File: src/rtl/two_of_five_scanner.sv
// ---------------------------------------------------------------------------
// two_of_five_scanner
//
// Front end of the 2-out-of-5 display matrix decoder. Accepts 2-out-of-5
// coded digits over a valid/ready handshake into a one-entry pending buffer,
// and swaps the pending code into the displayed slot only at a frame
// boundary so a digit never tears mid-scan. Rows 1..7 are scanned at a rate
// of one row per SCAN_DIV clocks; the row index goes out on ch1..ch3 together
// with the column pattern of the displayed code.
//
// Ports
//   clk          system clock, rising edge
//   rst          synchronous active-high reset
//   in_valid     in_code is valid this cycle
//   in_code      2-out-of-5 code, bit weights b4..b0 = 7,4,2,1,0
//   in_ready     pending buffer empty (combinational)
//   ch1..ch3     row select MSB..LSB, 000 blanks the matrix
//   cols         column drive, equal to the displayed code
//   digit        decoded displayed digit, 4'hF when none or invalid
//   err          displayed code does not have exactly two ones
//   frame_start  one-cycle pulse on the first row-1 cycle after a 7->1 wrap
// ---------------------------------------------------------------------------
module two_of_five_scanner #(
  parameter int SCAN_DIV = 4
) (
  input  logic       clk,
  input  logic       rst,
  input  logic       in_valid,
  input  logic [4:0] in_code,
  output logic       in_ready,
  output logic       ch1,
  output logic       ch2,
  output logic       ch3,
  output logic [4:0] cols,
  output logic [3:0] digit,
  output logic       err,
  output logic       frame_start
);

  localparam logic [15:0] PRESC_MAX = 16'(SCAN_DIV - 1);

  // Number of ones in a 5-bit code.
  function automatic logic [2:0] count_ones(input logic [4:0] code);
    logic [2:0] n;
    n = 3'd0;
    for (int i = 0; i < 5; i++) begin
      n = n + {2'b00, code[i]};
    end
    return n;
  endfunction

  // Digit value of a code; every popcount-2 code maps to exactly one digit.
  function automatic logic [3:0] decode_digit(input logic [4:0] code);
    logic [3:0] d;
    case (code)
      5'b11000: d = 4'd0;
      5'b00011: d = 4'd1;
      5'b00101: d = 4'd2;
      5'b00110: d = 4'd3;
      5'b01001: d = 4'd4;
      5'b01010: d = 4'd5;
      5'b01100: d = 4'd6;
      5'b10001: d = 4'd7;
      5'b10010: d = 4'd8;
      5'b10100: d = 4'd9;
      default:  d = 4'hF;
    endcase
    return d;
  endfunction

  // Architectural state
  logic [15:0] presc_q, presc_d;
  logic [2:0]  row_q, row_d;
  logic [4:0]  pend_q, pend_d;
  logic        pend_full_q, pend_full_d;
  logic [4:0]  disp_q, disp_d;
  logic        disp_loaded_q, disp_loaded_d;

  // Registered outputs
  logic [2:0]  ch_q, ch_d;
  logic [4:0]  cols_q, cols_d;
  logic [3:0]  digit_q, digit_d;
  logic        err_q, err_d;
  logic        frame_start_q, frame_start_d;

  logic        tick_s;
  logic        wrap_s;
  logic        accept_s;
  logic        disp_valid_s;

  assign in_ready = !pend_full_q && !rst;

  // Prescaler, row counter, buffers, and the output image of the next state.
  always_comb begin
    tick_s   = (presc_q == PRESC_MAX);
    wrap_s   = tick_s && (row_q == 3'd7);
    accept_s = in_valid && in_ready;

    if (tick_s) begin
      presc_d = 16'd0;
    end else begin
      presc_d = presc_q + 16'd1;
    end

    if (tick_s) begin
      if (row_q == 3'd7) begin
        row_d = 3'd1;
      end else begin
        row_d = row_q + 3'd1;
      end
    end else begin
      row_d = row_q;
    end

    // A transfer needs an empty pending buffer, so it can never coincide
    // with a swap that empties it; the two branches are exclusive.
    pend_d        = pend_q;
    pend_full_d   = pend_full_q;
    disp_d        = disp_q;
    disp_loaded_d = disp_loaded_q;
    if (wrap_s && pend_full_q) begin
      disp_d        = pend_q;
      disp_loaded_d = 1'b1;
      pend_full_d   = 1'b0;
    end else if (accept_s) begin
      pend_d      = in_code;
      pend_full_d = 1'b1;
    end else begin
      pend_d      = pend_q;
      pend_full_d = pend_full_q;
    end

    // Outputs are derived from the next state so that the registers show
    // the state that holds after the edge.
    disp_valid_s = (count_ones(disp_d) == 3'd2);
    if (disp_loaded_d && disp_valid_s) begin
      ch_d    = row_d;
      cols_d  = disp_d;
      digit_d = decode_digit(disp_d);
      err_d   = 1'b0;
    end else if (disp_loaded_d) begin
      ch_d    = 3'd0;
      cols_d  = 5'd0;
      digit_d = 4'hF;
      err_d   = 1'b1;
    end else begin
      ch_d    = 3'd0;
      cols_d  = 5'd0;
      digit_d = 4'hF;
      err_d   = 1'b0;
    end

    frame_start_d = wrap_s;
  end

  // State and output registers with synchronous reset.
  always_ff @(posedge clk) begin
    if (rst) begin
      presc_q       <= 16'd0;
      row_q         <= 3'd1;
      pend_q        <= 5'd0;
      pend_full_q   <= 1'b0;
      disp_q        <= 5'd0;
      disp_loaded_q <= 1'b0;
      ch_q          <= 3'd0;
      cols_q        <= 5'd0;
      digit_q       <= 4'hF;
      err_q         <= 1'b0;
      frame_start_q <= 1'b0;
    end else begin
      presc_q       <= presc_d;
      row_q         <= row_d;
      pend_q        <= pend_d;
      pend_full_q   <= pend_full_d;
      disp_q        <= disp_d;
      disp_loaded_q <= disp_loaded_d;
      ch_q          <= ch_d;
      cols_q        <= cols_d;
      digit_q       <= digit_d;
      err_q         <= err_d;
      frame_start_q <= frame_start_d;
    end
  end

  assign {ch1, ch2, ch3} = ch_q;
  assign cols            = cols_q;
  assign digit           = digit_q;
  assign err             = err_q;
  assign frame_start     = frame_start_q;

endmodule

File: config.mk
export PLATFORM = sky130hd
export DESIGN_NAME = two_of_five_scanner
export DESIGN_NICKNAME = d
export VERILOG_FILES = /design/src/rtl/two_of_five_scanner.sv
export SDC_FILE = /design/constraint.sdc
export NUM_CORES = 1
export LEC_CHECK = 0
export CELL_PAD_IN_SITES_DETAIL_PLACEMENT = 0
export CELL_PAD_IN_SITES_GLOBAL_PLACEMENT = 2
export CORE_MARGIN = 4
export CORE_UTILIZATION = 37
export DETAILED_ROUTE_END_ITERATION = 12
export GPL_TIMING_DRIVEN = 0
export MAX_ROUTING_LAYER = met4
export PLACE_DENSITY = 0.91
export SLEW_MARGIN = 20
export SYNTH_ARGS = -nofsm -noshare
export SYNTH_HDL_FRONTEND = slang
export SYNTH_SLANG_ARGS = --single-unit
File: constraint.sdc
create_clock -name clk -period 8.45 [get_ports clk]
set_input_delay 2.1125 -clock clk [delete_from_list [all_inputs] [get_ports clk]]
set_output_delay 2.1125 -clock clk [all_outputs]
set_load 0.02 [all_outputs]
After elaboration in Yosys (flattened, before gate mapping)
Memory sizes are Yosys's and may differ from the RTL's. A register that Yosys moved wholly into a read port is not among the register bits.
Cells that the tools add are included.
{"block": "classes", "n_lt_le_gt_ge": 0, "n_bitwise": 2, "muxes": 5, "div": 0, "eq_ne": 3, "shift": 0, "n_reduce_logical": 12, "multipliers": 0, "add_sub_neg": 6}
{"op": "16-bit by 1-bit adder with 16-bit output, second input constant", "count": 1}
{"op": "16-bit by 2-bit equality test with 1-bit output, second input constant", "count": 1}
{"op": "2-bit OR reduction", "count": 4}
{"op": "3-bit by 1-bit adder with 3-bit output", "count": 2}
{"op": "3-bit two-way mux", "count": 2}
{"op": "1-bit logical AND", "count": 5}
{"op": "5-bit two-way mux", "count": 1}
{"op": "2-bit by 1-bit adder with 3-bit output", "count": 1}
{"op": "3-bit by 1-bit adder with 3-bit output, second input constant", "count": 1}
{"op": "3-bit by 2-bit equality test with 1-bit output, second input constant", "count": 1}
{"op": "3-bit equality test, second input constant", "count": 1}
{"op": "1-bit by 1-bit adder with 2-bit output", "count": 1}
{"op": "1-bit logical NOT", "count": 2}
{"op": "1-bit two-way mux", "count": 2}
{"op": "1-bit inverter", "count": 2}
{"op": "2-bit AND reduction", "count": 1}
{"block": "totals", "latch_bits": 0, "romBits": 128, "out_inout_bits": 15, "regBits": 41, "memories": 1, "ramBits": 0, "inputBits": 8, "elab_cells": 39}
{"memory": "(name not given)", "words": 32, "word_bits": 4, "read_ports": 1, "rd_ports_with_merged_regs": 1, "wr": 0, "line_no": "55", "source": "case (code)"}

Depth between registers and ports, before layout
Gate-level depths: netlist (run 1).
{"block": "logic_depth", "depth_word": 12, "mapped_depth": 17, "ltp_nobuf": 15}

Worst setup path after synthesis (run 1)
No wires, ideal clock.
{"block": "synth_path", "kind": "input to output", "start": "input port rst", "end": "output port in_ready", "path_stages": 3, "path_buffers": 2, "required_time_ps": 6338, "t_arrival_ps": 2814, "path_slack_ps": 3523, "cell_sequence": "clkbuf_1 clkbuf_1 nor2_1"}
{"block": "synth_via", "elab_chain_len": 2}
{"element": "start: declaration", "line_no": "27", "source": "input logic rst,"}
{"element": "1-bit logical NOT", "line_no": "91", "source": "assign in_ready = !pend_full_q && !rst;"}
{"element": "1-bit logical AND", "line_no": "91"}
{"element": "end: declaration", "line_no": "30", "source": "output logic in_ready,"}
No other way between the ends.

Worst setup path after layout (run 1)
Ends and elaborated chain as after synthesis.

==> metrics.txt, run 1 <==
# TYPE chip_impl_metric gauge
chip_impl_metric{name="place_hpwl",unit="mm"} 3.047
chip_impl_metric{name="synth.distinct_cells",unit=""} 45
chip_impl_metric{name="floorplan.die.width",unit="µm"} 83.76
chip_impl_metric{name="fmaxAchievable",unit="MHz"} 161.4
chip_impl_metric{name="numCtsBuffers",unit=""} 5
chip_impl_metric{name="synth-warning-count",unit=""} 0
chip_impl_metric{name="area_occupied_by_multi_input_gates",unit="µm²"} 1144
chip_impl_info{name="run_status",value="finished, final reports clean"} 1
chip_impl_metric{name="hold-worst-slack",unit="ns"} 0.4589
chip_impl_metric{name="io_buffer_count",unit=""} 22
chip_impl_metric{name="final.setup.tns",unit="ns"} 0
chip_impl_metric{name="antenna_violating_nets_post_route",unit=""} 0
chip_impl_metric{name="clkSinkCount",unit=""} 45
chip_impl_metric{name="placement.cell_area",unit="µm²"} 2434
chip_impl_metric{name="power.switching",unit="W"} 0.00009222
chip_impl_metric{name="post_cts.resized_instances",unit=""} 0
chip_impl_info{name="worstSetupStartpointType",value="input port"} 1
chip_impl_metric{name="slew_violations",unit=""} 0
chip_impl_metric{name="clock_share_of_power",unit="%"} 40.9
chip_impl_metric{name="layout-drive-gt1-share",unit="%"} 10.00
chip_impl_metric{name="worstSkewPairLatency",unit="ns"} 0.30
chip_impl_metric{name="timing.final.crit_period",unit="ns"} 6.197
chip_impl_metric{name="setup_viol",unit=""} 0
chip_impl_metric{name="path_max_fanout",unit=""} 10
chip_impl_metric{name="final_cell_area",unit="µm²"} 2554
chip_impl_metric{name="yosys_register_bits",unit=""} 45
chip_impl_metric{name="cellLeakagePower",unit="nW"} 1.016
chip_impl_metric{name="route.vias.total",unit=""} 1589
chip_impl_info{name="rsz_0062_raised_after_global_routing",value="no"} 1
chip_impl_metric{name="grt_start_max_net_pins",unit=""} 15
chip_impl_metric{name="regArea",unit="µm²"} 900.9
chip_impl_metric{name="worst-endpoint-arrival",unit="ns"} 4.08
chip_impl_metric{name="layout.cells.non_filler",unit=""} 332
chip_impl_metric{name="hold_buffers",unit=""} 0
chip_impl_metric{name="grt_total_usage",unit="%"} 13.11
chip_impl_metric{name="grt_pass1_vias",unit=""} 1469
chip_impl_metric{name="syn_nets",unit=""} 248
chip_impl_info{name="ys_dominant_reg_cell",value="dfxtp_1"} 1
chip_impl_metric{name="synth_top_area_share",unit="%"} 42.43
chip_impl_metric{name="synth-seq-area-share",unit="%"} 42.43
chip_impl_metric{name="routed_wire_length_per_instance",unit="µm"} 12.53
chip_impl_metric{name="syn_area_per_cell",unit="µm²"} 9.232
chip_impl_info{name="cp-end-kind",value="primary output"} 1
chip_impl_metric{name="synth_enable_flop_cells",unit=""} 0
chip_impl_metric{name="first_pass_grt_wire_length",unit="mm"} 7.272
chip_impl_metric{name="detailedRoute.firstPassIterationCount",unit=""} 4
chip_impl_metric{name="syn-cell-area",unit="µm²"} 2123
chip_impl_metric{name="seqPwrFrac",unit="%"} 52.6
chip_impl_metric{name="remaining_drc_errors",unit=""} 0
chip_impl_metric{name="floorplan.initialDensity",unit="%"} 38.32
chip_impl_metric{name="cts.clk_slew.worst_paths",unit="ns"} 0.09
chip_impl_metric{name="nets",unit=""} 277
chip_impl_metric{name="final_hold_viol_count",unit=""} 0
chip_impl_metric{name="htree_levels",unit=""} 2
chip_impl_info{name="netlist_top_cells_area",value="dfxtp_1 (42%), nor2_1 (8.5%), ha_1 (4.7%), mux2i_1 (4.7%), xor2_1 (4.1%)"} 1
chip_impl_metric{name="area_growth_syn_to_layout",unit="%"} 20.27
chip_impl_metric{name="synth-async-reset-ratio",unit="%"} 0
chip_impl_metric{name="globalplace.congestion",unit=""} 0.7892
chip_impl_metric{name="cts.repair_timing.setup_buffer_count",unit=""} 0
chip_impl_info{name="crit_type",value="input port to primary output"} 1
chip_impl_metric{name="post_drt_via_cell_ratio",unit=""} 4.786
chip_impl_metric{name="maxCapViolCount",unit=""} 0
chip_impl_info{name="tritoncts",value="yes"} 1
chip_impl_metric{name="antenna_violations_before_repair",unit=""} 0
chip_impl_metric{name="max_ir_drop_vdd",unit="V"} 0.00007936
chip_impl_metric{name="n_antenna_cell",unit=""} 0
chip_impl_metric{name="finish.utilization",unit="%"} 46.09
chip_impl_info{name="min_path_type",value="flip-flop to flip-flop"} 1
chip_impl_metric{name="num_io_pins",unit=""} 23
chip_impl_metric{name="power_switching_share",unit="%"} 22.12
chip_impl_metric{name="overflow",unit=""} 0
chip_impl_info{name="cts.root.buffer_cell",value="clkbuf_8"} 1
chip_impl_metric{name="finClkSkew",unit="ns"} 0.009514
chip_impl_metric{name="floorplan.die.height",unit="µm"} 83.76
chip_impl_metric{name="dpl.cell_count",unit=""} 324
chip_impl_metric{name="drt_wl_total",unit="mm"} 4.161
chip_impl_metric{name="min_period_over_period",unit="%"} 73.33
chip_impl_metric{name="synth_cells",unit=""} 230
chip_impl_metric{name="cts_max_path_buffers",unit=""} 2
chip_impl_metric{name="power_frac_comb",unit="%"} 6.4
chip_impl_metric{name="pwr_density_cell",unit="nW/µm²"} 163.2
chip_impl_metric{name="worst_pin_slew",unit="ns"} 0.5803
chip_impl_metric{name="core_area",unit="µm²"} 5540
chip_impl_metric{name="critPathRequiredTime",unit="ns"} 6.34
chip_impl_metric{name="rows",unit=""} 27
chip_impl_metric{name="initial_drc_count",unit=""} 89
chip_impl_metric{name="layout.filler_cells",unit=""} 567
chip_impl_metric{name="power.internal",unit="W"} 0.0003247
chip_impl_metric{name="die_area",unit="µm²"} 7015
chip_impl_info{name="synth_largest_area_cell",value="dfxtp_1"} 1
chip_impl_metric{name="max-slew-margin-rel",unit="%"} 60.21
[worst paths after layout]
kind | slack (ns) | from | end | cells after the start
max reg2reg | 4.07 | presc_q[0]$_SDFF_PP0_ | digit[0]$_SDFF_PP1_ | 15
min | 0.46 | presc_q[0]$_SDFF_PP0_ | presc_q[0]$_SDFF_PP0_ | 1
max | 2.25 | rst | in_ready | 5
min reg2reg | 0.46 | presc_q[0]$_SDFF_PP0_ | presc_q[0]$_SDFF_PP0_ | 1
[flip-flops by register name (all words and copies together), names as in the netlist, 3 cells and up]
register,count
ch_q,3
digit,4
cols,5
row_q,3
presc_q,16
disp_q,5
pend_q,5
[placed cells by master (no fill, tap or decap), types with 5 or more instances in the layout]
master           count
clkbuf_8             6
clkbuf_1             9
a21oi_1             10
ha_1                 8
o21ai_0              7
clkdlybuf4s50_1     22
inv_1                6
mux2i_1             10
dfxtp_1             45
nor2_1              48
nand3_1              5
xor2_1              10
nand2_1             12
[kinds of logic (layout without fill, tap and decap cells)]
logic type	after synthesis	in the layout	share of synthesized area, %
simple gates	102	102	26.64
compound gates	28	28	8.191
flops	45	45	42.43
mux	13	13	6.659
xor+xnor	14	14	5.775
fa+ha+maj	10	10	6.600
buf+inv	18	48	3.712
[through the flow]
stage,setup slack [ns],power (W)
2_1_floorplan,3.523,0.0002423
3_3_place_gp,2.233,0.0002511
3_5_place_dp,2.246,0.0002513
4_1_cts,2.236,0.0004220
5_1_grt,2.153,0.0004352
6_report,2.253,0.0004169
[power groups by stage]
stage               logic (W)  registers (W)  clock network [W]
CTS                 0.0000272       0.000219           0.000175
global placement    0.0000269       0.000224                  0
global route        0.0000301       0.000220           0.000185
finish              0.0000269       0.000219           0.000171
detailed placement  0.0000270       0.000224                  0
floorplan           0.0000188       0.000223                  0
[routing by layer]
metal,wire [µm],up-vias,GRT usage (%)
li1,-,835,-
met1,2185,721,18.75
met2,1742,26,17.72
met3,171,7,3.455
met4,62,0,4.386
met5,0,-,-
[cell usage after synthesis (4+ instances only)]
cell / instances
xnor2_1: 4
o21ai_0: 7
xor2_1: 10
nor3_1: 4
dfxtp_1: 45
nand3_1: 5
a21oi_1: 10
mux2i_1: 10
inv_1: 6
clkbuf_1: 9
ha_1: 8
nor2_1: 48
nand2_1: 12
[cell type report]
cell class / instances / share of cell area (%)
sequential: 45 / 35.28
clock buffer: 6 / 3.234
multi-input combinational: 167 / 44.78
clock inverter: 2 / 1.470
timing repair buffer: 22 / 8.623
inverter: 7 / 1.029
tap: 72 / 3.528
buffer: 11 / 2.058
[worst max-delay path, stage by stage]
cell and delay, ns:
clkdlybuf4s50_1 0.52, clkbuf_1 0.35, clkbuf_1 0.47, nor2_1 0.08, clkdlybuf4s50_1 0.56
No activity file was read; power rests on OpenSTA's default activity.
==> inputs of run 2 (changes only) <==
CORE_UTILIZATION = 31   (was 37)
PLACE_DENSITY = 0.82   (was 0.91)
clock period = 5.46 ns   (was 8.45 ns; I/O delays follow)
==> run 2 against run 1 <==
  * Global-route usage down 1.8 points
  * Sequential power up 55%
  * Via count down 0.57%
  * Sequential share of layout area up 0.17 points
  * Utilization down 7.0 points
  * First-iteration DRC count up 1.1%
  * Sequential cell count unchanged
  * Count of clock-buffer cells in the layout up 1
  * Largest power group unchanged
==> metrics.txt, run 2 (synthesis gave the netlist of run 1 again) <==
# TYPE chip_impl_metric gauge
chip_impl_metric{name="finish.utilization",unit="%"} 39.13
chip_impl_metric{name="cts_max_path_buffers",unit=""} 2
chip_impl_metric{name="hold_buffers",unit=""} 0
chip_impl_metric{name="grt_pass1_vias",unit=""} 1579
chip_impl_metric{name="timing.final.crit_period",unit="ns"} 4.666
chip_impl_metric{name="grt_total_usage",unit="%"} 11.31
chip_impl_metric{name="max-slew-margin-rel",unit="%"} 57.15
chip_impl_info{name="final_cell_mix",value="nor2_1 (48), dfxtp_1 (45), clkdlybuf4s50_1 (22)"} 1
chip_impl_metric{name="setup_viol",unit=""} 0
chip_impl_metric{name="slew_violations",unit=""} 0
chip_impl_metric{name="globalplace.congestion",unit=""} 0.8407
chip_impl_metric{name="post_drt_via_cell_ratio",unit=""} 4.688
chip_impl_metric{name="post_cts.resized_instances",unit=""} 0
chip_impl_metric{name="antenna_violations_before_repair",unit=""} 0
chip_impl_metric{name="die_area",unit="µm²"} 8237
chip_impl_metric{name="rows",unit=""} 29
chip_impl_metric{name="route.vias.total",unit=""} 1580
chip_impl_info{name="timing.critical_path.cells",value="clkdlybuf4s50_1 > clkbuf_1 > clkbuf_1 > nor2_1 > clkdlybuf4s50_1"} 1
chip_impl_metric{name="core_area",unit="µm²"} 6495
chip_impl_metric{name="routed_wire_length_per_instance",unit="µm"} 12.48
chip_impl_metric{name="place_hpwl",unit="mm"} 3.113
chip_impl_metric{name="final_cell_area",unit="µm²"} 2541
chip_impl_info{name="rsz_0062_raised_after_global_routing",value="no"} 1
chip_impl_metric{name="path_max_fanout",unit=""} 10
chip_impl_metric{name="floorplan.die.height",unit="µm"} 90.76
chip_impl_metric{name="numCtsBuffers",unit=""} 5
chip_impl_metric{name="max_ir_drop_vdd",unit="V"} 0.0001117
chip_impl_metric{name="crit_path_max_incr_delay",unit="ns"} 0.55
chip_impl_metric{name="worst-endpoint-arrival",unit="ns"} 3.30
chip_impl_info{name="leading_cell_type_in_the_layout_fill_and_taps_excluded",value="nor2_1"} 1
chip_impl_metric{name="cellLeakagePower",unit="nW"} 1.013
chip_impl_metric{name="floorplan.initialDensity",unit="%"} 32.69
chip_impl_metric{name="cts.clk_slew.worst_paths",unit="ns"} 0.08
chip_impl_info{name="crit_type",value="input port to primary output"} 1
chip_impl_info{name="worstSetupStartpointType",value="input port"} 1
chip_impl_metric{name="nets",unit=""} 277
chip_impl_metric{name="largest_register_ff_count",unit=""} 16
chip_impl_info{name="run_status",value="finished, final reports clean"} 1
chip_impl_info{name="holdPathEnd",value="presc_q[0]$_SDFF_PP0_"} 1
chip_impl_metric{name="critPathRequiredTime",unit="ns"} 4.09
chip_impl_info{name="tritoncts",value="yes"} 1
chip_impl_metric{name="initial_drc_count",unit=""} 90
chip_impl_metric{name="worstSkewPairLatency",unit="ns"} 0.30
chip_impl_metric{name="layout-drive-gt1-share",unit="%"} 10.00
chip_impl_metric{name="clkSinkCount",unit=""} 45
chip_impl_metric{name="htree_levels",unit=""} 2
chip_impl_metric{name="num_io_pins",unit=""} 23
chip_impl_metric{name="cts.repair_timing.setup_buffer_count",unit=""} 0
chip_impl_metric{name="hold-worst-slack",unit="ns"} 0.4515
chip_impl_metric{name="rrSetupSlack",unit="ns"} 1.07
chip_impl_metric{name="pwr_density_cell",unit="nW/µm²"} 239.2
chip_impl_metric{name="n_antenna_cell",unit=""} 0
chip_impl_info{name="crit_path_top_delay_cell",value="clkdlybuf4s50_1"} 1
chip_impl_metric{name="fmaxAchievable",unit="MHz"} 214.3
chip_impl_metric{name="area_growth_syn_to_layout",unit="%"} 19.68
chip_impl_metric{name="timing.reg2reg.worst_path_depth",unit=""} 16
chip_impl_metric{name="worst_pin_slew",unit="ns"} 0.6249
chip_impl_info{name="min_path_type",value="flip-flop to flip-flop"} 1
chip_impl_metric{name="first_pass_grt_wire_length",unit="mm"} 7.486
chip_impl_metric{name="io_buffer_count",unit=""} 22
chip_impl_metric{name="floorplan.die.width",unit="µm"} 90.76
chip_impl_info{name="largest-register",value="presc_q"} 1
chip_impl_metric{name="finClkSkew",unit="ns"} 0.004196
chip_impl_info{name="cp-end-kind",value="primary output"} 1
chip_impl_info{name="crit_start",value="rst"} 1
chip_impl_info{name="rr_endpoint",value="digit[0]$_SDFF_PP1_"} 1
chip_impl_metric{name="overflow",unit=""} 0
chip_impl_metric{name="antenna_violating_nets_post_route",unit=""} 0
chip_impl_metric{name="drt_wl_total",unit="mm"} 4.205
chip_impl_metric{name="final.setup.tns",unit="ns"} 0
chip_impl_metric{name="remaining_drc_errors",unit=""} 0
chip_impl_metric{name="min_period_over_period",unit="%"} 85.45
chip_impl_metric{name="placement.cell_area",unit="µm²"} 2440
chip_impl_info{name="hold_path.startpoint",value="presc_q[0]$_SDFF_PP0_"} 1
chip_impl_metric{name="grt_start_max_net_pins",unit=""} 14
chip_impl_metric{name="maxCapViolCount",unit=""} 0
chip_impl_metric{name="final_hold_viol_count",unit=""} 0
chip_impl_info{name="worstReg2RegStart",value="presc_q[0]$_SDFF_PP0_"} 1
chip_impl_metric{name="hold_path_depth",unit=""} 1
chip_impl_info{name="cts.root.buffer_cell",value="clkbuf_8"} 1
chip_impl_metric{name="detailedRoute.firstPassIterationCount",unit=""} 4
-- run 2: layer usage --
| layer | GRT usage (%) | part of all wire (%) |
|---|---|---|
| met3 | 2.083 | 3.1 |
| met2 | 16.12 | 41 |
| met4 | 4.209 | 1.4 |
| met1 | 15.83 | 55 |
| met5 | - | 0 |
-- run 2: worst max-delay path, delay by kind of cell --
family	cells	cell delay, ns
buffers and inverters	4	1.85
and+or+nand+nor	1	0.08
-- run 2: metrics by stage --
step / setup WS [ns] / cells / power [W]
after floorplan: 1.756 / 230 / 0.0003749
final: 0.7945 / 337 / 0.0006079
after global placement: 0.7106 / 329 / 0.0003891
after detailed placement: 0.7952 / 329 / 0.0003891
after global routing: 0.6332 / 337 / 0.0006365
after CTS: 0.7792 / 337 / 0.0006170
-- run 2: where the power goes --
part | switching, W | internal [W] | total (W)
clock network | 0.000113 | 0.000115 | 0.000227
registers | 0.00000472 | 0.000334 | 0.000339
logic | 0.0000224 | 0.0000192 | 0.0000416
-- run 2: worst max-delay path by stage --
stage                                      to  depth (start not counted)  slack [ns]
after floorplan           digit[0]$_SDFF_PP1_                         15        1.76
after global placement               in_ready                          5        0.71
after detailed placement             in_ready                          5        0.80
after CTS                            in_ready                          5        0.78
after global routing                 in_ready                          5        0.63
final                                in_ready                          5        0.79
-- run 2: cell type report --
type,count,area [µm²]
Multi-Input combinational cell,167,1144
Clock buffer,7,96.34
Buffer,11,52.55
Tap cell,77,96.34
Fill cell,655,3954
Sequential cell,45,900.9
Timing Repair Buffer,22,220.2
Clock inverter,1,5.005
Inverter,7,26.28
